`config.mk`:
```
export PLATFORM = sky130hd
export DESIGN_NAME = branch_resolve_queue
export DESIGN_NICKNAME = d
export VERILOG_FILES = /design/src/rtl/branch_resolve_queue.sv
export SDC_FILE = /design/constraint.sdc
export NUM_CORES = 1
export LEC_CHECK = 0
export BUFFER_PORTS_ARGS = -buffer_cell sky130_fd_sc_hd__buf_4
export CAP_MARGIN = 20
export CORE_UTILIZATION = 56
export CTS_BUF_LIST = sky130_fd_sc_hd__clkbuf_2 sky130_fd_sc_hd__clkbuf_4 sky130_fd_sc_hd__clkbuf_8
export DETAILED_ROUTE_END_ITERATION = 10
export GPL_ROUTABILITY_DRIVEN = 0
export GPL_TIMING_DRIVEN = 0
export PLACE_DENSITY_LB_ADDON = 0.15
export REMOVE_ABC_BUFFERS = 1
export SLEW_MARGIN = 0
export SYNTH_ARGS = -nofsm -noshare
export SYNTH_HDL_FRONTEND = slang
export SYNTH_SLANG_ARGS = --single-unit
```
`constraint.sdc`:
```
create_clock -name clk -period 5.3 [get_ports clk]
set_input_delay 0.795 -clock clk [delete_from_list [all_inputs] [get_ports clk]]
set_output_delay 0.795 -clock clk [all_outputs]
set_load 0.005 [all_outputs]
```
`src/rtl/branch_resolve_queue.sv`:
```
// ---------------------------------------------------------------------------
// branch_resolve_queue : in-order predicted-branch queue feeding GShare training
// Rev 1.0
// ---------------------------------------------------------------------------
`default_nettype none

module branch_resolve_queue #(
  parameter int DEPTH = 8,
  parameter int PC_W  = 32
) (
  input  logic                     clk,
  input  logic                     rst_n,
  input  logic                     push,
  input  logic [PC_W-1:0]          pushPc,
  input  logic                     pushPred,
  input  logic                     resolve,
  input  logic                     taken,
  output logic                     full,
  output logic                     empty,
  output logic [$clog2(DEPTH):0]   count,
  output logic [PC_W-1:0]          updatePc,
  output logic                     update,
  output logic                     reality,
  output logic                     mispredict,
  output logic                     overflow
);

  localparam int PTR_W = $clog2(DEPTH);
  localparam int CNT_W = PTR_W + 1;
  localparam logic [CNT_W-1:0] FULL_CNT = CNT_W'(DEPTH);

  logic [PC_W-1:0]  pc_mem [DEPTH];
  logic [DEPTH-1:0] pred_mem;
  logic [PTR_W-1:0] head;
  logic [PTR_W-1:0] tail;

  logic             do_resolve;
  logic             do_mis;
  logic             do_push;
  logic             drop_full;
  logic [CNT_W-1:0] count_nxt;

  assign full  = (count == FULL_CNT);
  assign empty = (count == '0);

  // A full queue still accepts a push when a correct resolve frees a slot;
  // a mispredict discards any same-cycle push as wrong-path.
  assign do_resolve = resolve && !empty;
  assign do_mis     = do_resolve && (taken != pred_mem[head]);
  assign do_push    = push && !do_mis && (!full || do_resolve);
  assign drop_full  = push && full && !do_resolve;

  always_comb begin
    count_nxt = count;
    if (do_mis) begin
      count_nxt = '0;
    end else if (do_push && !do_resolve) begin
      count_nxt = count + CNT_W'(1);
    end else if (!do_push && do_resolve) begin
      count_nxt = count - CNT_W'(1);
    end
  end

  always_ff @(posedge clk or negedge rst_n) begin
    if (!rst_n) begin
      head       <= '0;
      tail       <= '0;
      count      <= '0;
      update     <= 1'b0;
      reality    <= 1'b0;
      mispredict <= 1'b0;
      overflow   <= 1'b0;
      updatePc   <= '0;
    end else begin
      count      <= count_nxt;
      update     <= do_resolve;
      reality    <= do_resolve && taken;
      mispredict <= do_mis;
      if (drop_full) begin
        overflow <= 1'b1;
      end
      if (do_resolve) begin
        updatePc <= pc_mem[head];
        head     <= head + PTR_W'(1);
      end
      // Flush leaves the queue empty just past the popped slot.
      if (do_mis) begin
        tail <= head + PTR_W'(1);
      end else if (do_push) begin
        tail <= tail + PTR_W'(1);
      end
    end
  end

  always_ff @(posedge clk) begin
    if (do_push) begin
      pc_mem[tail]   <= pushPc;
      pred_mem[tail] <= pushPred;
    end
  end

endmodule

`default_nettype wire

```
Word level (Yosys, flattened, before mapping):

Memories as Yosys holds them, arrays and structs flattened. A register that Yosys moved wholly into a read port is not among the register bits.
Index checks and enable logic that the tools add are counted.

* flip-flop bits (word level): 22
* latch bits: 0
* bits in writable memories: 256
* ROM bits: 0
* input port bits: 38
* output and inout port bits: 42
* word-level logic and storage cells: 50
* memories kept: 1

* add/subtract/negate cells: 4
* multipliers: 0
* div/mod/pow operators: 0
* $lt $le $gt $ge: 3
* equal/unequal tests: 2
* shift-type cells: 0
* mux-type cells: 12
* bitwise operators: 0
* reduce and logical (&&, ||, !) cells: 20

Memory list
* pc_mem: depth 8, width 32, rd ports 1, clocked after memory_dff 1, write ports 1, line 32 `logic [PC_W-1:0] pc_mem [DEPTH];`

Operators by type and width (number)
* 4-bit two-way mux: 3
* 1-bit logical AND: 10
* 8-bit bitwise mux: 1
* 3-bit by 4-bit < comparator with 1-bit output, second input constant: 2
* 3-bit by 1-bit adder with 3-bit output, second input constant: 2
* 1-bit zero test: 6
* 3-bit two-way mux: 2
* 4-bit by 1-bit adder with 4-bit output, second input constant: 1
* 4-bit == test, second input constant: 1
* 4-bit zero test: 1
* 1-bit two-way mux: 4
* 4-bit by 1-bit subtractor with 4-bit output, second input constant: 1
* 1-bit binary-select mux with 3-bit select: 1
* 1-bit demux with 3-bit select: 1
* 3-bit by 1-bit greater-or-equal comparator with 1-bit output, second input constant: 1
* 3-bit nonzero test: 1
* 2-bit nonzero test: 1
* 1-bit logical OR: 1
* 1-bit != test: 1

Longest topological paths before layout:

Gate-level depths: netlist of run 1.

* depth in word-level cells: 12
* gate-level depth with buffers: 10
* depth with buffers taken out: 9

Worst setup path before layout of run 1:

OpenSTA, ideal clock, no wires.

* kind: reg2reg
* start: reg count[0]
* end: mem pc_mem[3][0] (enable)
* library setup time: 518 ps
* data arrival time: 5098 ps
* data required time: 4782 ps
* slack: -316 ps
* stages on the path, launching flop included: 7
* path buffers: 0
* period minus slack after synthesis: 5616 ps
* cells stage by stage: dfrtp_1 > or3_4 > o21ai_4 > inv_2 > and2_4 > mux2_2 > nor4b_1

* word-level cells in the longest chain between the ends: 9
* elaborated cells between the ends (all ways): 12
* those cells by class: 1 x eq/ne; 2 x mux; 9 x reduce/logical

Ends and longest elaborated chain
* from (decl): line 20 `output logic [$clog2(DEPTH):0] count,`
* from (signal assigned): line 75 `count <= count_nxt;`
* 4-bit zero test (*): line 44 `assign empty = (count == '0);`
* 1-bit zero test (*): line 48 `assign do_resolve = resolve && !empty;`
* 1-bit logical AND (*): line 48
* named net do_resolve: line 37 `logic do_resolve;`
* 1-bit logical AND: line 49 `assign do_mis = do_resolve && (taken != pred_mem[head]);`
* 1-bit zero test: line 50 `assign do_push = push && !do_mis && (!full || do_resolve);`
* 1-bit logical AND: line 50
* 1-bit logical AND (*): line 50
* 1-bit two-way mux (*): line 96 `if (do_push) begin`
* 1-bit two-way mux (not written as such) (*): line 97 `pc_mem[tail] <= pushPc;`
* to (decl): line 32

The timed path passes the listed nets; every way through them passes the cells marked *.

Final worst setup path of run 1:

* start: reg count[0]
* end: mem pc_mem[0][14] (enable)

The elaborated chain is that of the path after synthesis.

==> impl_metrics.yaml, run 1 <==
placed_design:
  dp_slack_ns: 1.05
  port_buffers: 79
  hpwl_um: 14700
  dp.cells: 949
  dpl_cell_area_um2: 13300
timing:
  fin_crit_ns: 4.23
  tightest_slew_ns: 0.953
  fin_crit_sh_pct: 79.8
  fmax_mhz: 236
  whs_ns: 0.306
  slew_viol_final: 0
  hold_viol: 0
  fin_skew_ns: 0.0284
  slew_headroom_pct: 36.1
  final-setup-viol-count: 0
  fin_ws_ns: 1.07
  rsz0062_at_grt: "no"
critical_path:
  cp-end-kind: "register"
  r2r-end: "pc_mem[0][14]$_DFFE_PP_"
  required_ns: 5.55
  crit_type: "register to register"
  crit_arrival_ns: 4.49
  reg2reg_depth: 11
  reg2reg_slack_ns: 1.07
  start_kind: "register"
  reg2reg_from: "count[0]$_DFFE_PN0P_"
  critical_path.max_fanout: 27
routing:
  first_pass_iters: 5
  drt-initial-drc-count: 366
  drcViolationCount: 0
  drt-wirelength-per-cell_um: 21.7
  routed_wl_um: 22600
  dr_total_vias: 5944
  drtAntennaViolNets: 0
  avgViaCountPerCell: 5.72
logic_synthesis:
  synth_top_area_share_pct: 66.7
  synthCells: 586
  yosys-top-cells-area: "edfxtp_1 67%, mux4_2 12%, dfrtp_1 9.7%"
  syn_area_um2: 11900
  synth_area_leader_cell: "edfxtp_1"
  seq_area_frac_synth_pct: 76.3
  synth_cell_types: 39
  synth_edf_count: 264
  synth_area_per_cell_um2: 20.3
  yosysMostFrequentCell: "edfxtp_1"
  async_flop_share_pct: 14.8
  synthTopCellsByCount: "264 x edfxtp_1, 64 x mux4_2, 46 x dfrtp_1"
  synth-main-ff-cell: "edfxtp_1"
  ys_ff_latch: 310
  yosys_warnings: 0
pwr:
  leakagePower_nw: 5.12
  p_per_area_nw_per_um2: 536
  ir_drop_mv: 0.334
  p_total_mw: 7.67
layout:
  antenna-diode-count: 0
  drive_gt1_share_pct: 38.6
  finish.net_count: 773
  area_growth_pct: 20.4
  layoutNonFillerInstCount: 1040
  fill_cells: 1287
  finalInstanceArea_um2: 14300
global_route:
  grt_pass1_wl_um: 36000
  grt_max_degree: 48
  grt_use_total_pct: 22.3
  grt_pass1_vias: 6421
  antenna_found_initial: 0
  grt_overflow: 0
cts:
  cts_buffers: 49
  cts_root_buf: "clkbuf_8"
  clock_sinks: 310
  cts_tree: "built"
  htreeDepth: 2
  post-cts-setup-buffer-count: 0
  path_clk_slew_ns: 0.06
  clock_latency_ns: 0.56
  cts.repair.resized: 0
  cts_hold_buf: 0
  clockBufferDepth: 3
status:
  status: "completed"
die:
  start_util_pct: 58.0
  die_w_um: 148
  core_area_um2: 20500
  ioPinCount: 80
  dieArea_um2: 21800
  fp.dieH_um: 148
  placementRows: 52
worst_hold_path:
  holdCritPathClass: "input pin to asynchronous set/reset pin"
run:
  cap_viol_max_count: 0
==> kinds of logic (layout without fill, tap and decap cells) <==
family,after synthesis,count (layout),share of synthesized area (%)
compound gates,50,50,2.44
xor+xnor,6,6,0.442
fa+ha+maj,5,5,0.589
buf+inv,36,220,1.28
flops,310,310,76.3
mux,106,106,15.7
simple gates,73,73,3.19
==> critical path, cell delays in order (launching register included) <==
cell	delay [ns]
dfrtp_1	0.46
or3_4	0.43
o21ai_4	0.52
buf_16	0.25
buf_16	0.18
inv_2	0.09
and2_4	0.16
mux2_2	0.45
nor4b_2	0.73
buf_4	0.30
buf_6	0.16
buf_4	0.18
==> state kept, by name, summed over array words and instances, names as in the netlist <==
register,cells
count,4
head,3
mispredict,1
overflow,1
pc_mem,256
pred_mem,8
reality,1
tail,3
update,1
updatePc,32
==> metal layers <==
metal | track usage, % | share of wire [%] | up-vias
met1 | 30.8 | 44 | 3072
met3 | 4.41 | 4.5 | 41
li1 | - | - | 2664
met5 | 0 | 0 | -
met2 | 36.0 | 50 | 167
met4 | 7.53 | 1.9 | 0
==> worst max path at each step <==
stage / start / cells after the start / to
global placement: head[0]$_DFFE_PN0N_ / 5 / pc_mem[7][14]$_DFFE_PP_
CTS: count[0]$_DFFE_PN0P_ / 12 / pc_mem[3][14]$_DFFE_PP_
finish: count[0]$_DFFE_PN0P_ / 11 / pc_mem[0][14]$_DFFE_PP_
floorplan: head[0]$_DFFE_PN0N_ / 5 / pc_mem[3][0]$_DFFE_PP_
detailed placement: count[0]$_DFFE_PN0P_ / 12 / pc_mem[3][14]$_DFFE_PP_
global route: count[0]$_DFFE_PN0P_ / 12 / pc_mem[3][31]$_DFFE_PP_
==> report_power, final <==
part / switching [mW] / leakage, nW / total, mW / internal (mW)
logic: 0.960 / 1.62 / 2.13 / 1.17
clock network: 0.875 / 0.552 / 2.05 / 1.18
registers: 0.363 / 2.95 / 3.49 / 3.12
==> cell usage in the layout, fill, tap and decap left out, drive strengths merged, types with 2 or more instances in the layout <==
| cell | count |
|---|---|
| o21ai | 35 |
| dfrtp | 46 |
| and2 | 4 |
| nand2 | 42 |
| inv | 6 |
| buf | 123 |
| clkinv | 8 |
| a211oi | 2 |
| a21oi | 4 |
| o21bai | 2 |
| o31ai | 2 |
| nor3 | 3 |
| clkbuf | 80 |
| mux2 | 5 |
| nand2b | 5 |
| nor2b | 2 |
| mux4 | 64 |
| nor4 | 4 |
| ha | 4 |
| nor4b | 5 |
| clkinvlp | 2 |
| xnor2 | 5 |
| edfxtp | 264 |
| mux2i | 37 |
| nor2 | 5 |
==> cell type report <==
class,count,area [µm²],share of cell area (%)
tap,270,338,2.36
clock inverter,11,86.3,0.603
inverter,6,22.5,0.157
clock buffer,80,945,6.60
timing repair buffer,123,1120,7.81
multi-input combinational,240,2720,19.0
sequential,310,9090,63.5
==> metrics by stage <==
stage	TNS (ns)	util [%]
final	0	69.8
after global routing	0	69.8
after CTS	0	69.8
after detailed placement	0	64.8
after global placement	-1499.41	61.9
after floorplan	-429.42	-
(Power assumes the default switching activity.)
==> run 2: changes to the inputs <==
==> constraint.sdc (replaced) <==
create_clock -name clk -period 3.8 [get_ports clk]
set_input_delay 0.57 -clock clk [delete_from_list [all_inputs] [get_ports clk]]
set_output_delay 0.57 -clock clk [all_outputs]
set_load 0.005 [all_outputs]
==> run 2 against run 1 <==
  * Design area rose by 0.60%
  * Power up 41%
  * Non-clock buffer count increased by 4
  * Wire length up 2.2%
  * Combinational power increased by 43%
  * Highest routed layer unchanged
  * Critical endpoint unchanged
  * Clock power rose by 40%
  * Critical path depth is the same
  * Die area stayed put
  * Sequential share of layout area is 0.36 points lower
  * Largest power group unchanged
  * Sequential power rose by 40%
  * Cell count up 0.48%
==> impl_metrics.yaml, run 2 (synthesis results as in run 1) <==
layout:
  fill_cells: 1283
  finish.net_count: 778
  mostFrequentLayoutCells: "264 x edfxtp_1, 104 x buf_4, 64 x mux4_2"
  antenna-diode-count: 0
  drive_gt1_share_pct: 39.0
  multiInputGateArea_um2: 2770
  seq_area_um2: 9090
  registers.top_by_ff_count: "pc_mem"
  largestRegisters: "pc_mem: 256 flops, updatePc: 32 flops, pred_mem: 8 flops"
  largest_reg_flops: 256
  finalInstanceArea_um2: 14400
  final_common_cell: "edfxtp_1"
  area_growth_pct: 21.1
critical_path:
  crit_family: "simple AND/OR/NAND/NOR gates"
  required_ns: 4.06
  start_kind: "register"
  crit_chain: "or3_4, o21ai_4, buf_16, buf_16, inv_2, and2_4, mux2_4, nor4b_4, buf_4, buf_6, buf_4"
  path_buf_inv: 6
  crit_slowest_cell: "nor4b_4"
  crit_type: "register to register"
  cpPeakStageDelay_ns: 0.52
  cp-end-kind: "register"
  reg2reg_slack_ns: 0.16
  critical_path.max_fanout: 27
  crit_arrival_ns: 3.90
pwr:
  p_switching_mw: 3.12
  sw_frac_of_total_pct: 29.0
  leakagePower_nw: 5.16
  ir_drop_mv: 0.465
  pwr-share-seq_pct: 45.2
  p_int_mw: 7.66
  p_per_area_nw_per_um2: 749
  power.share.clock_pct: 26.5
  pwr-share-comb_pct: 28.3
global_route:
  gr-usage-met2_pct: 36.6
  met1_usage_pct: 31.2
  top_usage_layer: "met2"
  grt_use_total_pct: 22.8
  grt_overflow: 0
  grt_max_degree: 48
  grtUsageMet3_pct: 4.78
  grt_pass1_vias: 6512
  antenna_found_initial: 0
  grt_pass1_wl_um: 36700
timing:
  rsz0062_at_grt: "no"
  slew_viol_final: 0
  fin_crit_sh_pct: 95.8
  fmax_mhz: 275
  tightest_slew_ns: 0.941
  final-setup-viol-count: 0
  fin_setup_tns_ns: 0
  fin_crit_ns: 3.64
  hold_viol: 0
  fin_skew_ns: 0.0318
  slew_headroom_pct: 36.8
run:
  cap_viol_max_count: 0
cts:
  cts_buffers: 49
  cts_root_buf: "clkbuf_8"
  clock_latency_ns: 0.56
  clock_sinks: 310
  cts_tree: "built"
  htreeDepth: 2
  clockBufferDepth: 3
  path_clk_slew_ns: 0.06
die:
  placementRows: 52
  ioPinCount: 80
  core_area_um2: 20500
  fp.dieH_um: 148
  die_w_um: 148
  start_util_pct: 58.0
  dieArea_um2: 21800
routing:
  routed_wl_um: 23100
  avgViaCountPerCell: 5.77
  drt-initial-drc-count: 406
  drcViolationCount: 0
  drtAntennaViolNets: 0
  dr_total_vias: 6027
  first_pass_iters: 5
  drt-wirelength-per-cell_um: 22.1
placed_design:
  hpwl_um: 14700
  port_buffers: 79
  dpl_cell_area_um2: 13300
status:
  status: "completed"
worst_hold_path:
  holdCritPathClass: "input pin to asynchronous set/reset pin"
[run 2: cell types whose count changed in the layout (fill, tap and decap cells not counted), sizes merged]
cell / previous run / this run
buf: 123 / 127
o21ai: 35 / 36
[run 2: path summary, 6_finish.rpt]
| kind | from | endpoint | cells after the start |
|---|---|---|---|
| worst max-delay path | count[0]$_DFFE_PN0P_ | pc_mem[0][14]$_DFFE_PP_ | 11 |
| worst min-delay path | rst_n | updatePc[27]$_DFFE_PN0N_ | 1 |
| worst max register to register | count[0]$_DFFE_PN0P_ | pc_mem[0][14]$_DFFE_PP_ | 11 |
| worst min register to register | updatePc[0]$_DFFE_PN0N_ | updatePc[0]$_DFFE_PN0N_ | 2 |
| max in group asynchronous | rst_n | head[2]$_DFFE_PN0N_ | 1 |
| min in group clk | pushPc[15] | pc_mem[0][15]$_DFFE_PP_ | 1 |
[run 2: per-stage QoR]
step / cells / hold WS (ns) / utilization [%] / worst slack, ns / power (mW)
after CTS: 1044 / 0.0704 / 70.2 / 0.0827 / 10.9
final: 1045 / 0.0815 / 70.3 / 0.160 / 10.8
after global placement: 905 / 0.462 / 61.9 / -8.87 / 7.79
after global routing: 1045 / 0.0927 / 70.3 / 0.00749 / 11.3
after detailed placement: 949 / 0.468 / 64.8 / -0.447 / 7.94
after floorplan: 556 / 0.274 / - / -3.92 / 6.70
[run 2: area by class of cell]
type                    count  share of cell area, %
clock buffers              80                   6.56
clock inverters            11                  0.600
inverters                   6                  0.156
multi-input cells         241                   19.2
flip-flops and latches    310                   63.1
well taps                 270                   2.35
repair buffers            127                   7.97
[run 2: routing by layer]
| layer | vias to the layer above | wire length, µm |
|---|---|---|
| met1 | 3097 | 9660 |
| met5 | - | 0 |
| met4 | 0 | 514 |
| met3 | 45 | 1400 |
| met2 | 210 | 11500 |
| li1 | 2675 | - |
[run 2: power by group through the flow]
stage,Sequential [mW],Clock [mW],Combinational (mW)
after global routing,4.95,3.06,3.30
after global placement,5.22,0,2.57
after CTS,4.88,2.93,3.08
after floorplan,4.98,0,1.72
after detailed placement,4.94,0,3.00
final,4.88,2.86,3.05
[run 2: repair_timing]
action	in CTS	in global routing
hold buffers	0	0
cloned	1	0
gates resized for setup	6	1
setup buffers	3	1
setup endpoints to repair	235	33
pin swaps	3	3
